File: src/rtl/sseg_pkg.sv
// Shared definitions for the seven-segment display blocks: scan states and
// the fixed digit / PWM phase counts.
package sseg_pkg;

    typedef enum logic {
        OFF  = 1'b0,
        SCAN = 1'b1
    } scan_state_t;

    localparam int NUM_DIGITS = 4;
    localparam int PWM_STEPS  = 8;

endpackage

File: src/rtl/sseg_prescaler.sv
// Modulo-N counter with enable and synchronous clear; wrap flags the last
// count of each period while counting.
module sseg_prescaler #(
    parameter int N = 8,
    parameter int W = $clog2(N)
) (
    input  logic         clk,
    input  logic         rst,
    input  logic         en,
    input  logic         clr,
    output logic [W-1:0] count,
    output logic         wrap
);

    localparam logic [W-1:0] LAST = W'(N - 1);

    logic [W-1:0] count_reg;

    assign count = count_reg;
    assign wrap  = en && !clr && (count_reg == LAST);

    always_ff @(posedge clk or posedge rst) begin
        if (rst) begin
            count_reg <= '0;
        end else if (clr) begin
            count_reg <= '0;
        end else if (en) begin
            count_reg <= (count_reg == LAST) ? '0 : count_reg + W'(1);
        end
    end

endmodule

File: src/rtl/sseg_scan_ctrl.sv
// Scan sequencer for the 4-digit seven-segment datapath: digit multiplexing,
// frame-synchronous double buffering of display data and brightness PWM.
module sseg_scan_ctrl
    import sseg_pkg::*;
#(
    parameter int REFRESH_DIV = 100000,
    parameter int CNT_W       = $clog2(REFRESH_DIV)
) (
    input  logic        clk,
    input  logic        rst,
    input  logic        en,
    input  logic        load,
    input  logic [15:0] data_in,
    input  logic        hex_dec_in,
    input  logic        sign_in,
    input  logic [2:0]  bright,
    output logic [15:0] data,
    output logic        hex_dec,
    output logic        sign,
    output logic [1:0]  digit_sel,
    output logic        digit_on,
    output logic        pending,
    output logic        frame_done
);

    localparam logic [1:0]   LAST_DIGIT = 2'(NUM_DIGITS - 1);
    localparam logic [CNT_W:0] PWM_STEP = (CNT_W + 1)'(REFRESH_DIV / PWM_STEPS);

    scan_state_t  state_reg;
    logic [1:0]   digit_sel_reg;
    logic         digit_on_reg;
    logic         frame_done_reg;
    logic [15:0]  data_reg;
    logic         hex_dec_reg;
    logic         sign_reg;
    logic [15:0]  shadow_data_reg;
    logic         shadow_hex_dec_reg;
    logic         shadow_sign_reg;
    logic         pending_reg;

    logic             scan_active;
    logic [CNT_W-1:0] prescale;
    logic             slot_end;
    logic             frame_end;
    logic [CNT_W:0]   pwm_thresh;
    logic             pwm_on;

    // Dropping en takes effect at once so an abandoned frame never reports done.
    assign scan_active = (state_reg == SCAN) && en;

    sseg_prescaler #(
        .N (REFRESH_DIV),
        .W (CNT_W)
    ) u_prescaler (
        .clk   (clk),
        .rst   (rst),
        .en    (scan_active),
        .clr   (!scan_active),
        .count (prescale),
        .wrap  (slot_end)
    );

    assign frame_end = slot_end && (digit_sel_reg == LAST_DIGIT);

    // One extra bit so bright=7 yields exactly REFRESH_DIV without wrapping.
    assign pwm_thresh = ((CNT_W + 1)'(bright) + (CNT_W + 1)'(1)) * PWM_STEP;
    assign pwm_on     = {1'b0, prescale} < pwm_thresh;

    always_ff @(posedge clk or posedge rst) begin
        if (rst) begin
            state_reg          <= OFF;
            digit_sel_reg      <= '0;
            digit_on_reg       <= 1'b0;
            frame_done_reg     <= 1'b0;
            data_reg           <= '0;
            hex_dec_reg        <= 1'b1;
            sign_reg           <= 1'b0;
            shadow_data_reg    <= '0;
            shadow_hex_dec_reg <= 1'b0;
            shadow_sign_reg    <= 1'b0;
            pending_reg        <= 1'b0;
        end else begin
            frame_done_reg <= frame_end;
            digit_on_reg   <= scan_active && pwm_on;

            case (state_reg)
                OFF: begin
                    digit_sel_reg <= '0;
                    if (en) begin
                        state_reg <= SCAN;
                    end
                end
                SCAN: begin
                    if (!en) begin
                        state_reg     <= OFF;
                        digit_sel_reg <= '0;
                    end else if (slot_end) begin
                        digit_sel_reg <= digit_sel_reg + 2'd1;
                    end
                end
                default: begin
                    state_reg     <= OFF;
                    digit_sel_reg <= '0;
                end
            endcase

            // Transfer reads the shadow before a same-edge load overwrites it.
            if (frame_end && pending_reg) begin
                data_reg    <= shadow_data_reg;
                hex_dec_reg <= shadow_hex_dec_reg;
                sign_reg    <= shadow_sign_reg;
            end

            if (load) begin
                shadow_data_reg    <= data_in;
                shadow_hex_dec_reg <= hex_dec_in;
                shadow_sign_reg    <= sign_in;
                pending_reg        <= 1'b1;
            end else if (frame_end) begin
                pending_reg <= 1'b0;
            end
        end
    end

    assign data       = data_reg;
    assign hex_dec    = hex_dec_reg;
    assign sign       = sign_reg;
    assign digit_sel  = digit_sel_reg;
    assign digit_on   = digit_on_reg;
    assign pending    = pending_reg;
    assign frame_done = frame_done_reg;

endmodule

File: config.mk
export PLATFORM = sky130hd
export DESIGN_NAME = sseg_scan_ctrl
export DESIGN_NICKNAME = d
export VERILOG_FILES = /design/src/rtl/sseg_pkg.sv /design/src/rtl/sseg_prescaler.sv /design/src/rtl/sseg_scan_ctrl.sv
export SDC_FILE = /design/constraint.sdc
export NUM_CORES = 1
export LEC_CHECK = 0
export CAP_MARGIN = 20
export CORE_ASPECT_RATIO = 0.8
export CORE_UTILIZATION = 49
export DETAILED_ROUTE_END_ITERATION = 8
export HOLD_SLACK_MARGIN = 0.05
export PLACE_DENSITY = 0.8
export SYNTH_ARGS = -nofsm -noshare
export SYNTH_HDL_FRONTEND = slang
export SYNTH_SLANG_ARGS = --single-unit
export TNS_END_PERCENT = 20
File: constraint.sdc
create_clock -name clk -period 2.1 [get_ports clk]
set_input_delay 0.315 -clock clk [delete_from_list [all_inputs] [get_ports clk]]
set_output_delay 0.315 -clock clk [all_outputs]
set_load 0.05 [all_outputs]
**After elaboration in Yosys (flattened, before gate mapping)**

Cells that the tools add are included.

- Flip-flop bits (word level): 59
- Bits of input ports: 25
- Output and inout port bits: 23
- Logic and storage cells: 35

- Add/subtract/negate cells: 3
- Multiply operators: 1
- Magnitude comparators: 1
- Equal/unequal tests: 3
- Multiplexer cells: 8
- Bitwise gates (word level): 1
- Reduce and logical (&&, ||, !) cells: 6

Operators with widths:

| kind | count |
|---|---|
| 2-to-1 mux 17 bit | 2 |
| < comparator 17 x 18 -> 1 bit | 1 |
| adder 17 x 1 -> 17 bit (second input constant) | 1 |
| equality test 17 bit (second input constant) | 1 |
| multiplier 4 x 12 -> 16 bit (second input constant) | 1 |
| logical AND 1 bit | 5 |
| adder 3 x 1 -> 4 bit (second input constant) | 1 |
| 2-to-1 mux 2 bit | 2 |
| one-hot mux 2 bit (2 select lines) | 1 |
| 2-to-1 mux 1 bit | 3 |
| != test 3 x 2 -> 1 bit (second input constant) | 1 |
| adder 2 x 1 -> 2 bit (second input constant) | 1 |
| equality test 2 bit (second input constant) | 1 |
| nonzero test 2 bit | 1 |
| NOT 1 bit | 1 |

**Longest topological paths before layout**

Gate-level depths: netlist of the first run.

- Depth in word-level cells: 5
- Gate-level depth with buffers: 16
- Gate-level depth less buffers: 15

**By module**

A second synthesis of the first run with hierarchy kept.

- Cells, all modules: 307
- Area, all modules: 3444.6 µm²

Modules (own cells, without submodules):

| module | times used | cells each | area each (µm²) | seq. area each (µm²) |
|---|---|---|---|---|
| sseg_scan_ctrl | 1 | 196 | 2408.6 | 1052.3 |
| sseg_prescaler | 1 | 111 | 1036.0 | 425.4 |

**Worst setup path after synthesis of the first run**

Ideal clock, no wire load.

- Path type: input -> register
- Start: in bright[0]
- End: reg digit_on_reg, in the netlist digit_on
- Library setup time: 138 ps
- Arrival time: 3551 ps
- Data required time: 1962 ps
- Setup slack: -1589 ps
- Cell stages on the path: 15
- Path buffers: 1
- Cells stage by stage: clkbuf_1 -> inv_1 -> ha_1 -> ha_1 -> ha_1 -> ha_1 -> a21oi_1 -> o21ai_0 -> a221oi_1 -> xor2_1 -> ha_1 -> and4_1 -> nand2_1 -> o41ai_1 -> o22ai_1

- Word-level cells in the longest chain between the ends: 4

RTL lines:

| what | RTL line | source |
|---|---|---|
| start, declared | sseg_scan_ctrl.sv:16 | `input logic [2:0] bright,` |
| adder 3 x 1 -> 4 bit | sseg_scan_ctrl.sv:66 | `assign pwm_thresh = ((CNT_W + 1)'(bright) + (CNT_W + 1)'(1)) * PWM_STEP;` |
| multiplier 4 x 12 -> 16 bit | sseg_scan_ctrl.sv:66 |  |
| < comparator 17 x 18 -> 1 bit | sseg_scan_ctrl.sv:67 | `assign pwm_on = {1'b0, prescale} < pwm_thresh;` |
| logical AND 1 bit | sseg_scan_ctrl.sv:84 | `digit_on_reg <= scan_active && pwm_on;` |
| end signal, assigned | sseg_scan_ctrl.sv:84 |  |
| end, declared | sseg_scan_ctrl.sv:31 | `logic digit_on_reg;` |

No other way between the ends.
A chain may end at the register's enable or synchronous reset.

**Worst setup path in the final report of the first run**

Same ends and word-level chain as after synthesis.

==> results.md, run 1 <==
* Status: finished, violations left
* Failing checks: setup timing
* Comb pwr share at 0.202
* Critical Path Max Stage Delay at about 300 ps
* Synth area leaders: dfrtp_1, mux2_2, ha_1
* CP max-delay cell: ha_1
* I/O pin count at 48
* Detailed-route via count at 2555
* Share of cells above drive strength 1 at 0.352
* Remaining DRCs at 0
* Clock slew at reported path FFs at 60 ps
* Post-synth EDFFs at 0
* First-pass GRT wire length at roughly 12000 um
* R2R depth at 7
* Synth Cell Area at 0.00323 sq mm
* Relative slew slack at 0.656
* Clock share of power at 0.383
* Num rows at 26
* Max Used Layer: met4
* Worst-Skew Late Latency at between 300 and 400 ps
* Nets at 429
* Crit Reg-Reg Startpoint: u_prescaler.count[6]
* # diodes at 0
* GRT Total Usage at 0.223
* DR WL met2 at roughly 4000 um
* Ys Warns at 0
* Max-cap viol count at 0
* Post-synth top area share at 0.449
* CTS Sinks at a little under 60
* Reg2Reg Setup Slack at around 10 ps
* M1 WL at 3650 um
* PD cells at around 620 mW/mm^2
* Synth Register Bits at 59
* Starting Density at 0.506
* Switching power at about 730 uW
* Multiplexer area fraction after synthesis at 0.126
* Inserted Clock Buffers at 9
* Post-synth ARST share at 1.00
* Area grow syn2layout at 44.6%
* Largest net degree at the start of global routing at 60
* Worst min-delay path category: input pin to asynchronous set/reset pin
* Met3 routed WL at about 340 um
* RSZ-0062 raised after global routing: yes
* Sw frac at 0.252
* Final core occ at 0.733
* Placed cells at roughly 440
* Post-Synth Adder-Cell Area at 0.120
* VDD IR max at 0.000431 V
* Max reg flops at 17
* Antenna violations before repair at 0
* XOR/XNOR Fraction of Synth Area at 0.0697
* RR Endpoint: data[15]
* Syn avg cell area at roughly 12 sq um
* Gpl congestion at between 0.8 and 0.9
* Crit Path Class: input pin to flip-flop
* Pleak at between 0.002 and 0.0025 uW
* Most used DFF post-synth: dfrtp_1
* Filler-free cell count of the finished design at between 400 and 500
* Core area at roughly 0.0064 sq mm
* DR WL/cell at about 17 um
* Gr ovfl total at 0
* Number of nets still failing antenna checks after routing at 0
* Final Hold Fails at 0
* Fin crit period at 2900 ps
* Initial drt markers at 214
* Critical Path AT at 3100 ps
* Max-slew violations at 0
* Post-Place Worst Slack at -1590 ps
* Worst path cell trace: buf_8 -> buf_6 -> inv_8 -> ha_4 -> ha_4 -> xnor2_1 -> xnor2_1 -> ha_2 -> a21oi_2 -> o21ai_1 -> a221oi_2 -> xor2_1 -> ha_1 -> and4_1 -> nand2_2 -> o41ai_2 -> o22ai_1
* Die ar. at about 0.0069 sq mm
* Worst Slack Setup Final at -804 ps
* DRT Wirelength at slightly above 8000 um
* H-Tree Depth at 3
* DR vias/cell at approximately 5.5
* Post-synthesis cell count at between 200 and 300
* CP max FO at 4
* Largest family of logic cells by synthesized area: multiplexers
* Final setup violation count at 1
* Worst Skew at 9.51 ps
* Post-DP HPWL at around 5100 um
* Sequential power share at 0.415
* Chip height at 74.6 um
* Fraction of the mapped netlist area in compound gates at 0.0759
* Register area share after synthesis at 0.458
* Internal power at roughly 2200 uW
* Worst EP required at around 2300 ps
* Crit. End Element: flip-flop
* Distinct cells, synth at 43
* Clk buf depth at 2
* Synth top cells by count: dfrtp_1, mux2_2, ha_1
* Hold buffers post-CTS at 0
* First-pass DRT Iterations at 4
* Top-count cell post-synth: dfrtp_1
* Critical path launch point type: input pin
* Max Fclk at 344 MHz
* Number of global-route vias before repair at ~2.5k
* IO buf count at 47
* Simple-gate portion of the synthesized area at 0.126
* Least-Margin Pin Slew at a little over 500 ps
* WHS at 349 ps
* Mapped Nets at 335
* CTS tree: built
* CTS root buf: clkbuf_8
* Die Wd at 92.8 um
* Fin crit share at 1.38
* Leading area contributor after synthesis: dfrtp_1
kinds of logic after synthesis:
family,after synthesis
buf+inv,19
simple gates,70
fa+ha+maj,31
flops,59
mux,36
compound gates,40
xor+xnor,24
cells in the final DEF, fill, tap and decap left out, types with 10 or more instances in the layout:
master,synthesis,final
dfrtp_1,58,56
clkdlybuf4s50_1,0,44
buf_4,1,38
ha_1,31,20
mux2_4,0,18
mux2_2,35,18
nor2_1,14,13
nand2_1,13,12
xor2_1,12,12
a21oi_1,12,11
xnor2_1,11,10
worst max-delay path: cells and delay by family:
kind	cells	cell delay (ps)
AOI/OAI and AO/OA	5	730
buffers and inverters	3	260
xor gates and xnor gates	3	560
adders and majority gates	4	930
and+or+nand+nor	2	290
power by group through the flow:
stage | Sequential [uW] | Combinational (uW) | Clock, uW
2_1_floorplan | 1210 | 317 | 0
3_3_place_gp | 1210 | 495 | 0
3_5_place_dp | 1210 | 510 | 0
4_1_cts | 1190 | 538 | 1100
5_1_grt | 1200 | 628 | 1160
6_report | 1200 | 583 | 1110
area by class of cell:
type	instances	area, sq um
multi-input cells	201	1950
fillers	396	1710
flip-flops and latches	59	1480
repair buffers	92	881
clock buffers	11	131
well taps	84	105
clock inverters	5	77.6
inverters	10	47.5
timing repair:
| action | CTS | global route |
|---|---|---|
| gates resized for setup | 17 | 36 |
| setup endpoints to repair | 1 | 19 |
| gates cloned | 0 | 2 |
| setup buffers | 3 | 6 |
| endpoints found under the hold margin | 0 | 0 |
| pin swaps | 11 | 17 |
how the worst max path moves through the flow:
stage	start	end	cells after the start	slack (ps)
global placement	bright[0]	digit_on	17	-1490
global route	bright[0]	digit_on	16	-930
floorplan	bright[0]	digit_on	15	-860
finish	bright[0]	digit_on	17	-800
detailed placement	bright[0]	digit_on	16	-1590
CTS	bright[2]	digit_on	16	-880
layer usage:
layer  track usage  vias to the layer above
li1              -                     1203
met1         0.301                     1263
met2         0.372                       79
met3        0.0434                       10
met4        0.0615                        0
met5             0                        -
metrics by stage:
stage | power (uW) | setup TNS (ps) | area [sq um]
final | 2880 | -804 | 4670
after global routing | 2990 | -1700 | 4670
after CTS | 2840 | -876 | 4430
after detailed placement | 1720 | -1590 | 4180
after global placement | 1710 | -1490 | 4180
after floorplan | 1530 | -860 | 3390
(Power assumes the default switching activity.)
==> run 2, diff against run 1 <==
Settings changed: CORE_ASPECT_RATIO 0.8 to 1.1, CORE_MARGIN from default to 2.
==> results.md, run 2 (same netlist as run 1, synthesis figures left out) <==
* Status: finished, violations left
* Failing checks: setup timing
* Clock share of power at 0.364
* Post-DP HPWL at roughly 5000 um
* Area grow syn2layout at 41.6%
* # diodes at 0
* H-Tree Depth at 3
* Placed inst area at ~0.0042 sq mm
* Initial drt markers at approximately 120
* Share of cells above drive strength 1 at 0.352
* Crit Path Class: input pin to flip-flop
* Core area at roughly 0.0065 sq mm
* Sequential power share at 0.422
* CP max-delay cell: ha_1
* Final setup violation count at 1
* Fin crit period at 2950 ps
* Critical path launch point type: input pin
* Clk buf depth at 2
* Most common cell after layout, fill and taps aside: dfrtp_1
* Starting Density at 0.499
* Worst min-delay path category: input pin to asynchronous set/reset pin
* Comb pwr share at 0.214
* Gpl congestion at a little under 0.9
* Gr ovfl total at 0
* Number of nets still failing antenna checks after routing at 0
* Max Fclk at 339 MHz
* GRT Total Usage at 0.206
* Max-slew violations at 0
* CTS root buf: clkbuf_8
* CP max FO at 3
* IO buf count at 47
* Hold buffers post-CTS at 0
* Num rows at 31
* CTS Sinks at 59
* Fin crit share at 1.40
* Delay-heaviest family, CP: adder cells
* Critical Path Max Stage Delay at 340 ps
* Relative slew slack at 0.651
* Nets at approximately 420
* Die ar. at ~0.0073 sq mm
* Filler-free cell count of the finished design at 454
* VDD IR max at between 0.0005 and 0.0006 V
* DR WL/cell at approximately 16 um
* Internal power at 2050 uW
* First-pass DRT Iterations at 4
* I/O pin count at between 40 and 50
* Crit. End Element: flip-flop
* CP most frequent cell: ha_4
* Sw frac at 0.276
* Critical path buffers and inverters at 6
* Switching power at 781 uW
* Pleak at 0.00201 uW
* Setup TNS at -848 ps
* Worst Skew at between 15 and 20 ps
* Worst Slack Setup Final at -848 ps
* Max reg flops at 17
* Final Hold Fails at 0
* Remaining DRCs at 0
* Antenna violations before repair at 0
* Max-cap viol count at 0
* Critical Path AT at approximately 3200 ps
* Final core occ at 0.706
* Worst path cell trace: buf_8 -> buf_6 -> inv_8 -> ha_4 -> buf_6 -> inv_4 -> nor2_4 -> ha_4 -> ha_4 -> a31oi_4 -> o31ai_4 -> a41oi_2 -> a211oi_2 -> ha_1 -> and3_4 -> nand2_4 -> buf_4 -> o2bb2ai_2 -> o22ai_1
* Worst EP required at about 2300 ps
* Largest net degree at the start of global routing at 60
* First-pass GRT wire length at 11100 um
* FF/Latch Area at about 0.0015 sq mm
* Multi-input gate area in the final layout at between 0.0015 and 0.002 sq mm
* Most frequent cells in the layout: dfrtp_1, clkdlybuf4s50_1, mux2_2, buf_4, ha_1
* Placed cells at between 400 and 500
* Number of global-route vias before repair at approximately 2.4k
* DRT Wirelength at about 7500 um
* Chip height at 89.1 um
* RSZ-0062 raised after global routing: yes
* Least-Margin Pin Slew at roughly 520 ps
* DR vias/cell at between 5 and 6
* Inserted Clock Buffers at 9
* Post-route cell area at between 0.004 and 0.005 sq mm
* Layout fillers at approximately 440
* CTS tree: built
* Worst-Skew Late Latency at about 350 ps
* Clock slew at reported path FFs at 80 ps
* PD cells at about 620 mW/mm^2
* Detailed-route via count at 2474
* Die Wd at around 81 um
==> run 2: cell count changes in the layout (fill, tap and decap cells not counted), moves of 2 or more <==
cell,delta
mux2_4,-18
mux2_2,+17
buf_4,-4
clkbuf_1,-2
clkinv_4,+2
==> run 2: routing by layer <==
metal | vias up | wire, um | GRT usage
li1 | 1188 | - | -
met1 | 1204 | 3100 | 0.237
met2 | 68 | 3820 | 0.350
met3 | 14 | 378 | 0.0677
met4 | 0 | 170 | 0.0894
met5 | - | 0 | 0
==> run 2: repair_timing <==
| item | CTS | global route |
|---|---|---|
| setup buffers | 3 | 3 |
| gates resized for setup | 24 | 19 |
| setup endpoints to repair | 1 | 18 |
| pin swaps | 14 | 19 |
| cloned | 0 | 1 |
==> run 2: area by class of cell <==
class	count	area share
multi-input combinational	201	0.421
sequential	59	0.324
timing repair buffer	86	0.178
clock buffer	9	0.0271
tap	82	0.0224
clock inverter	7	0.0167
inverter	10	0.0104
==> run 2: power groups by stage <==
| stage | clock network [uW] | logic, uW | registers [uW] |
|---|---|---|---|
| floorplan | 0 | 317 | 1210 |
| CTS | 1060 | 545 | 1190 |
| global route | 1100 | 657 | 1200 |
| global placement | 0 | 492 | 1210 |
| detailed placement | 0 | 503 | 1210 |
| finish | 1030 | 606 | 1190 |
==> run 2: worst reg2reg max path: stages (launching register included) <==
cell,delay [ps]
dfrtp_1,480
nor4b_4,330
and4_4,270
nor4b_4,180
buf_4,180
clkbuf_16,160
mux2_2,330
==> run 2: worst paths after layout <==
path,startpoint,endpoint,slack [ps],depth (start not counted)
setup / recovery,bright[0],digit_on,-850,19
hold / removal,rst,shadow_hex_dec_reg,340,3
setup reg to reg,u_prescaler.count[13],data[2],50,6
hold reg to reg,u_prescaler.count[0],u_prescaler.count[0],450,1
max in group asynchronous,rst,hex_dec,1480,3
min in group clk,u_prescaler.count[0],u_prescaler.count[0],450,1
==> run 2: per-stage QoR <==
step / total power [uW] / hold WS (ps) / worst slack [ps]
2_1_floorplan: 1530 / 346 / -860
3_3_place_gp: 1700 / 444 / -1520
3_5_place_dp: 1720 / 449 / -1670
4_1_cts: 2800 / 352 / -834
5_1_grt: 2960 / 364 / -938
6_report: 2830 / 344 / -848
==> patch 1, RTL diff (flow settings as in run 2) <==
Change the parameter `REFRESH_DIV` from 100000 to 50000.
--- a/src/rtl/sseg_scan_ctrl.sv
+++ b/src/rtl/sseg_scan_ctrl.sv
@@ -3,7 +3,7 @@
 module sseg_scan_ctrl
     import sseg_pkg::*;
 #(
-    parameter int REFRESH_DIV = 100000,
+    parameter int REFRESH_DIV = 50000,
     parameter int CNT_W       = $clog2(REFRESH_DIV)
 ) (
     input  logic        clk,
Function: same outputs for any inputs over 10 cycles, from zero or initial values and one cycle with rst high; that may be too few to reach the edited logic, so the function may still have changed.
==> patch 1 against run 2 <==
The flow still finishes with violations (setup timing). Power is 2.9% higher. Non-clock buffer count is 7 lower. Cell count is 4.8% lower. Area after synthesis is 0.58% lower. Count of clock-buffer cells in the layout is 3 higher. Critical endpoint unchanged. Critical path depth is 2 lower. Largest power group is now clock. Die area is 0.56% lower. Sequential cell count is 1 lower. First-iteration DRC count is 44% lower. Combinational power is 12% lower. Wire length is 9.0% lower. Final area is 4.1% lower. Worst setup slack better by 0.063 ns.
==> patch 1: results (changes against run 2) <==
[cells_and_area]
fillerInstances=470  ; was 437
multi_input_cells=188  ; was 201
inverters=11  ; was 10
clock_buffers=12  ; was 9
nets=403  ; was 423
stdcell_area_um2=4380  ; was 4570 um^2
multi_input_area_share=0.418  ; was 0.421
drive_gt1_frac=0.324  ; was 0.352
sh_seq_area=0.331  ; was 0.324
clkCellAreaFrac=0.0542  ; was 0.0438
buffers_excl_clock=79  ; was 86
buffer_area_frac=0.163  ; was 0.178

[clock_tree]
ctsResizeCount=20  ; was 24
insertion_delay_ns=0.33  ; was 0.35 ns
cts_setup_buffers=1  ; was 3
clkSinkCount=58  ; was 59

[detailed_routing]
routed_wirelength_um=6800  ; was 7470 um
drt_iter0_drc=66  ; was 118
vias=2291  ; was 2474
drt-wirelength-per-cell_um=15.7  ; was 16.4 um
firstDrtPassIters=4  ; unchanged

[sta]
fin_setup_tns_ns=-0.785  ; was -0.848 ns
post-route-worst-setup-slack_ns=-0.785  ; was -0.848 ns
setup_viol=1  ; unchanged
fin_skew_ns=0.00756  ; was 0.0167 ns
worstMarginPinSlew_ns=0.524  ; was 0.521 ns

[grt]
grt_util_all_layers=0.211  ; was 0.206
grt_pass1_wl_um=11500  ; was 11100 um
first_global_vias=2451  ; was 2408
grt_max_degree=37  ; was 60

[power_and_ir_drop]
seqPwrFrac=0.404  ; was 0.422
p_leak_nw=1.98  ; was 2.01 nW
vdd_drop_max_mv=0.619  ; was 0.591 mV
p_clk_mw=1.20  ; was 1.03 mW

[logic_synthesis]
synth-compound-area-share=0.0561  ; was 0.0759
synth_adder_area_share=0.121  ; was 0.120
avgSynthCellArea_um2=12.1  ; was 11.6 um^2
synth-xor-area-share=0.0783  ; was 0.0697
synth_fp_nets=321  ; was 335
synth_cells=265  ; was 279
synth_mux_area_frac=0.141  ; was 0.126
synth_common_cells=dfrtp_1, ha_1, mux2_2, nor2_1, xor2_1  ; was dfrtp_1, mux2_2, ha_1, nor2_1, nand2_1
yosys-top-cells-area=dfrtp_1, ha_1, mux2_2  ; was dfrtp_1, mux2_2, ha_1
yosysUniqueCellTypes=44  ; was 43

[placement]
finalWeightedCongestion=0.868  ; was 0.895
dp_hpwl_um=5120  ; was 5010 um
dp.cells=415  ; was 431
place_worst_setup_slack_ns=-1.60  ; was -1.67 ns
dpl_cell_area_um2=4110  ; was 4160 um^2

[outcome]
violations=setup timing  ; unchanged
status=finished with violations  ; unchanged

[critical_path]
path_max_fanout=4  ; was 3
arrival_ns=3.10  ; was 3.17 ns
reg2reg_depth=5  ; was 6
timing.critical_path.slowest_cell_delay_ns=0.29  ; was 0.34 ns
cp_slowest_cell=o31ai_1  ; was ha_1
r2r_slack_ns=0.20  ; was 0.05 ns
r2r_end=sign$_DFFE_PP0P_  ; was data[2]$_DFFE_PP0P_
timing.rr.start=u_prescaler.count[4]$_DFF_PP0_  ; was u_prescaler.count[13]$_DFF_PP0_

==> patch 1: metrics by stage <==
step                      hold slack [ns]  total power [mW]
after floorplan                     0.346              1.51
after detailed placement            0.484              1.71
after global placement              0.471              1.69
after CTS                           0.164              2.93
after global routing                0.184              3.05
final                               0.173              2.91
==> patch 1: worst min path at each step <==
stage / to / from / cells past startpoint
after floorplan: state_reg$_DFF_PP0_ / en / 0
after global placement: u_prescaler.count[0]$_DFF_PP0_ / u_prescaler.count[0]$_DFF_PP0_ / 1
after detailed placement: u_prescaler.count[0]$_DFF_PP0_ / u_prescaler.count[0]$_DFF_PP0_ / 1
after CTS: data[13]$_DFFE_PP0P_ / rst / 2
after global routing: data[15]$_DFFE_PP0P_ / rst / 2
final: data[13]$_DFFE_PP0P_ / rst / 2
==> patch 1: routing by layer <==
metal  wire length, um  track usage  vias up
met2              3510        0.357       42
met4                79       0.0693        0
li1                  -            -     1112
met3               310       0.0596       10
met1              2900        0.262     1127
met5                 0            0        -
==> patch 2, RTL diff (config.mk and constraints of run 2) <==
Without the edit above. Register the inputs `en`, `load`, `data_in`, `hex_dec_in`, `sign_in` and `bright` before use. The logic sees them one clock later.
--- a/src/rtl/sseg_scan_ctrl.sv
+++ b/src/rtl/sseg_scan_ctrl.sv
@@ -26,6 +26,22 @@
     localparam logic [1:0]   LAST_DIGIT = 2'(NUM_DIGITS - 1);
     localparam logic [CNT_W:0] PWM_STEP = (CNT_W + 1)'(REFRESH_DIV / PWM_STEPS);
 
+    logic en_q;
+    logic load_q;
+    logic [15:0] data_q;
+    logic hex_dec_q;
+    logic sign_q;
+    logic [2:0] bright_q;
+
+    always_ff @(posedge clk) begin
+        en_q      <= en;
+        load_q    <= load;
+        data_q    <= data_in;
+        hex_dec_q <= hex_dec_in;
+        sign_q    <= sign_in;
+        bright_q  <= bright;
+    end
+
     scan_state_t  state_reg;
     logic [1:0]   digit_sel_reg;
     logic         digit_on_reg;
@@ -46,7 +62,7 @@
     logic             pwm_on;
 
     // Dropping en takes effect at once so an abandoned frame never reports done.
-    assign scan_active = (state_reg == SCAN) && en;
+    assign scan_active = (state_reg == SCAN) && en_q;
 
     sseg_prescaler #(
         .N (REFRESH_DIV),
@@ -63,7 +79,7 @@
     assign frame_end = slot_end && (digit_sel_reg == LAST_DIGIT);
 
     // One extra bit so bright=7 yields exactly REFRESH_DIV without wrapping.
-    assign pwm_thresh = ((CNT_W + 1)'(bright) + (CNT_W + 1)'(1)) * PWM_STEP;
+    assign pwm_thresh = ((CNT_W + 1)'(bright_q) + (CNT_W + 1)'(1)) * PWM_STEP;
     assign pwm_on     = {1'b0, prescale} < pwm_thresh;
 
     always_ff @(posedge clk or posedge rst) begin
@@ -86,12 +102,12 @@
             case (state_reg)
                 OFF: begin
                     digit_sel_reg <= '0;
-                    if (en) begin
+                    if (en_q) begin
                         state_reg <= SCAN;
                     end
                 end
                 SCAN: begin
-                    if (!en) begin
+                    if (!en_q) begin
                         state_reg     <= OFF;
                         digit_sel_reg <= '0;
                     end else if (slot_end) begin
@@ -111,10 +127,10 @@
                 sign_reg    <= shadow_sign_reg;
             end
 
-            if (load) begin
-                shadow_data_reg    <= data_in;
-                shadow_hex_dec_reg <= hex_dec_in;
-                shadow_sign_reg    <= sign_in;
+            if (load_q) begin
+                shadow_data_reg    <= data_q;
+                shadow_hex_dec_reg <= hex_dec_q;
+                shadow_sign_reg    <= sign_q;
                 pending_reg        <= 1'b1;
             end else if (frame_end) begin
                 pending_reg <= 1'b0;
Function: changed (a bounded check fails within 4 cycles, from zero or initial values and one cycle with rst high).
==> patch 2 against run 2 <==
The run still ends with setup timing left. Area after synthesis grew 16%. Critical path depth decreased by 4. Count of clock-buffer cells in the layout up 1. Worst setup slack lost 0.23 ns. Sequential power is 40% higher. Sequential cell count up 23. Non-clock buffer count down 3. Final area is 7.9% higher. Global-route usage is 0.57 points lower. Power increased by 20%. Wire length increased by 1.7%. Largest power group unchanged.
==> patch 2: results (changes against run 2) <==
[placement]
finalWeightedCongestion=0.843  ; was 0.895
dp_hpwl_um=5560  ; was 5010 um
dpl_cell_area_um2=4650  ; was 4160 um^2

[grt]
met1_usage=0.255  ; was 0.237
grt_pass1_wl_um=12700  ; was 11100 um
grtUsageMet2=0.329  ; was 0.350
grt_util_met3=0.0506  ; was 0.0677
grt_max_degree=35  ; was 60
first_global_vias=2673  ; was 2408
grt_util_all_layers=0.200  ; was 0.206

[sta]
setup_viol=1  ; unchanged
fin_skew_ns=0.0129  ; was 0.0167 ns
post-route-worst-setup-slack_ns=-1.08  ; was -0.848 ns
slew_headroom=0.631  ; was 0.651
holdWs_ns=0.350  ; was 0.344 ns

[critical_path]
path_class=reg -> reg  ; was in -> reg
reg2reg_depth=15  ; was 6
arrival_ns=3.45  ; was 3.17 ns
r2r_end=digit_on$_DFF_PP0_  ; was data[2]$_DFFE_PP0P_
path_max_fanout=5  ; was 3
timing.rr.start=bright_q[0]$_DFF_P_  ; was u_prescaler.count[13]$_DFF_PP0_

[power_and_ir_drop]
vdd_drop_max_mv=0.730  ; was 0.591 mV
combPwrFrac=0.159  ; was 0.214
pwr-share-clk=0.352  ; was 0.364
p_switching_mw=0.887  ; was 0.781 mW
p_leak_nw=2.19  ; was 2.01 nW

[cells_and_area]
diodes=0  ; unchanged
largest_reg_flops=17  ; unchanged
final_util=0.663  ; was 0.706
drive_gt1_frac=0.294  ; was 0.352
nets=439  ; was 423
fillerInstances=511  ; was 437

[logic_synthesis]
yosysUniqueCellTypes=47  ; was 43
yosys-top-cells-area=dfrtp_1, dfxtp_1, ha_1  ; was dfrtp_1, mux2_2, ha_1
postSynth.asyncResetShare=0.720  ; was 1.00
synth_common_cells=dfrtp_1, ha_1, mux2_2, dfxtp_1, nor2_1  ; was dfrtp_1, mux2_2, ha_1, nor2_1, nand2_1
synth_fp_nets=352  ; was 335
seq_area_frac_synth=0.518  ; was 0.458
synth_top_cell_area_share=0.388  ; was 0.449

[clock_tree]
insertion_delay_ns=0.35  ; about the same
clk_pin_slew_ns=0.09
clockBufferDepth=2  ; unchanged

[detailed_routing]
dr_wl_met2_um=3770  ; was 3820 um
drt_iter0_drc=161  ; was 118
wl_met3_um=346  ; was 378 um
drt-met1-wl_um=3360  ; was 3100 um
vias_per_cell=5.35  ; was 5.45
firstDrtPassIters=4  ; unchanged
routed_wirelength_um=7600  ; was 7470 um

[outcome]
status=finished with violations  ; unchanged
violations=setup timing  ; unchanged

[min_path]
hold_path_class=in -> async  ; unchanged

-- patch 2: changes by cell type in the layout (fill, tap and decap cells not counted), moves of 4 or more --
cell            run 2  this run
dfxtp_1             0        21
mux2_4              0        10
mux2_2             35        26
nor2_1             13        21
a21oi_1            11         7
and2_1              4         0
-- patch 2: critical path, stage by stage, from the launching register on --
cell	delay (ns)
dfxtp_4	0.41
ha_4	0.18
xor3_1	0.44
ha_2	0.22
ha_4	0.25
a31oi_2	0.12
o31ai_1	0.09
a41oi_1	0.22
buf_4	0.15
xor2_1	0.14
ha_1	0.25
nand4_1	0.15
buf_4	0.14
nor2_1	0.03
a22o_1	0.22
o22ai_1	0.09
-- patch 2: layout make-up --
cell class	count	area share
Clock inverter	6	0.0147
Tap cell	87	0.0221
Multi-Input combinational cell	196	0.379
Timing Repair Buffer	83	0.153
Clock buffer	10	0.0279
Inverter	11	0.00939
Sequential cell	82	0.394
-- patch 2: logic make-up after synthesis --
kind of cell | after synthesis | share of synthesized area
AO/OA/AOI/OAI | 29 | 0.0481
buffers and inverters | 18 | 0.0254
adder cells (fa/ha/maj) | 31 | 0.104
flip-flops | 82 | 0.518
multiplexers | 37 | 0.121
AND/OR/NAND/NOR | 71 | 0.115
XOR/XNOR | 28 | 0.0695
-- patch 2: what timing repair did --
action                     CTS  global route
setup endpoints to repair    1             1
setup buffers                3             0
gates resized for setup      5             2
pin swaps                   11             1
-- patch 2: stage by stage --
step                power [mW]  setup TNS (ns)  cells
floorplan                 2.00          -0.959    296
global placement          2.18          -0.948    456
detailed placement        2.21           -1.14    456
CTS                       3.43           -1.05    475
global route              3.55           -1.31    475
finish                    3.41           -1.08    475
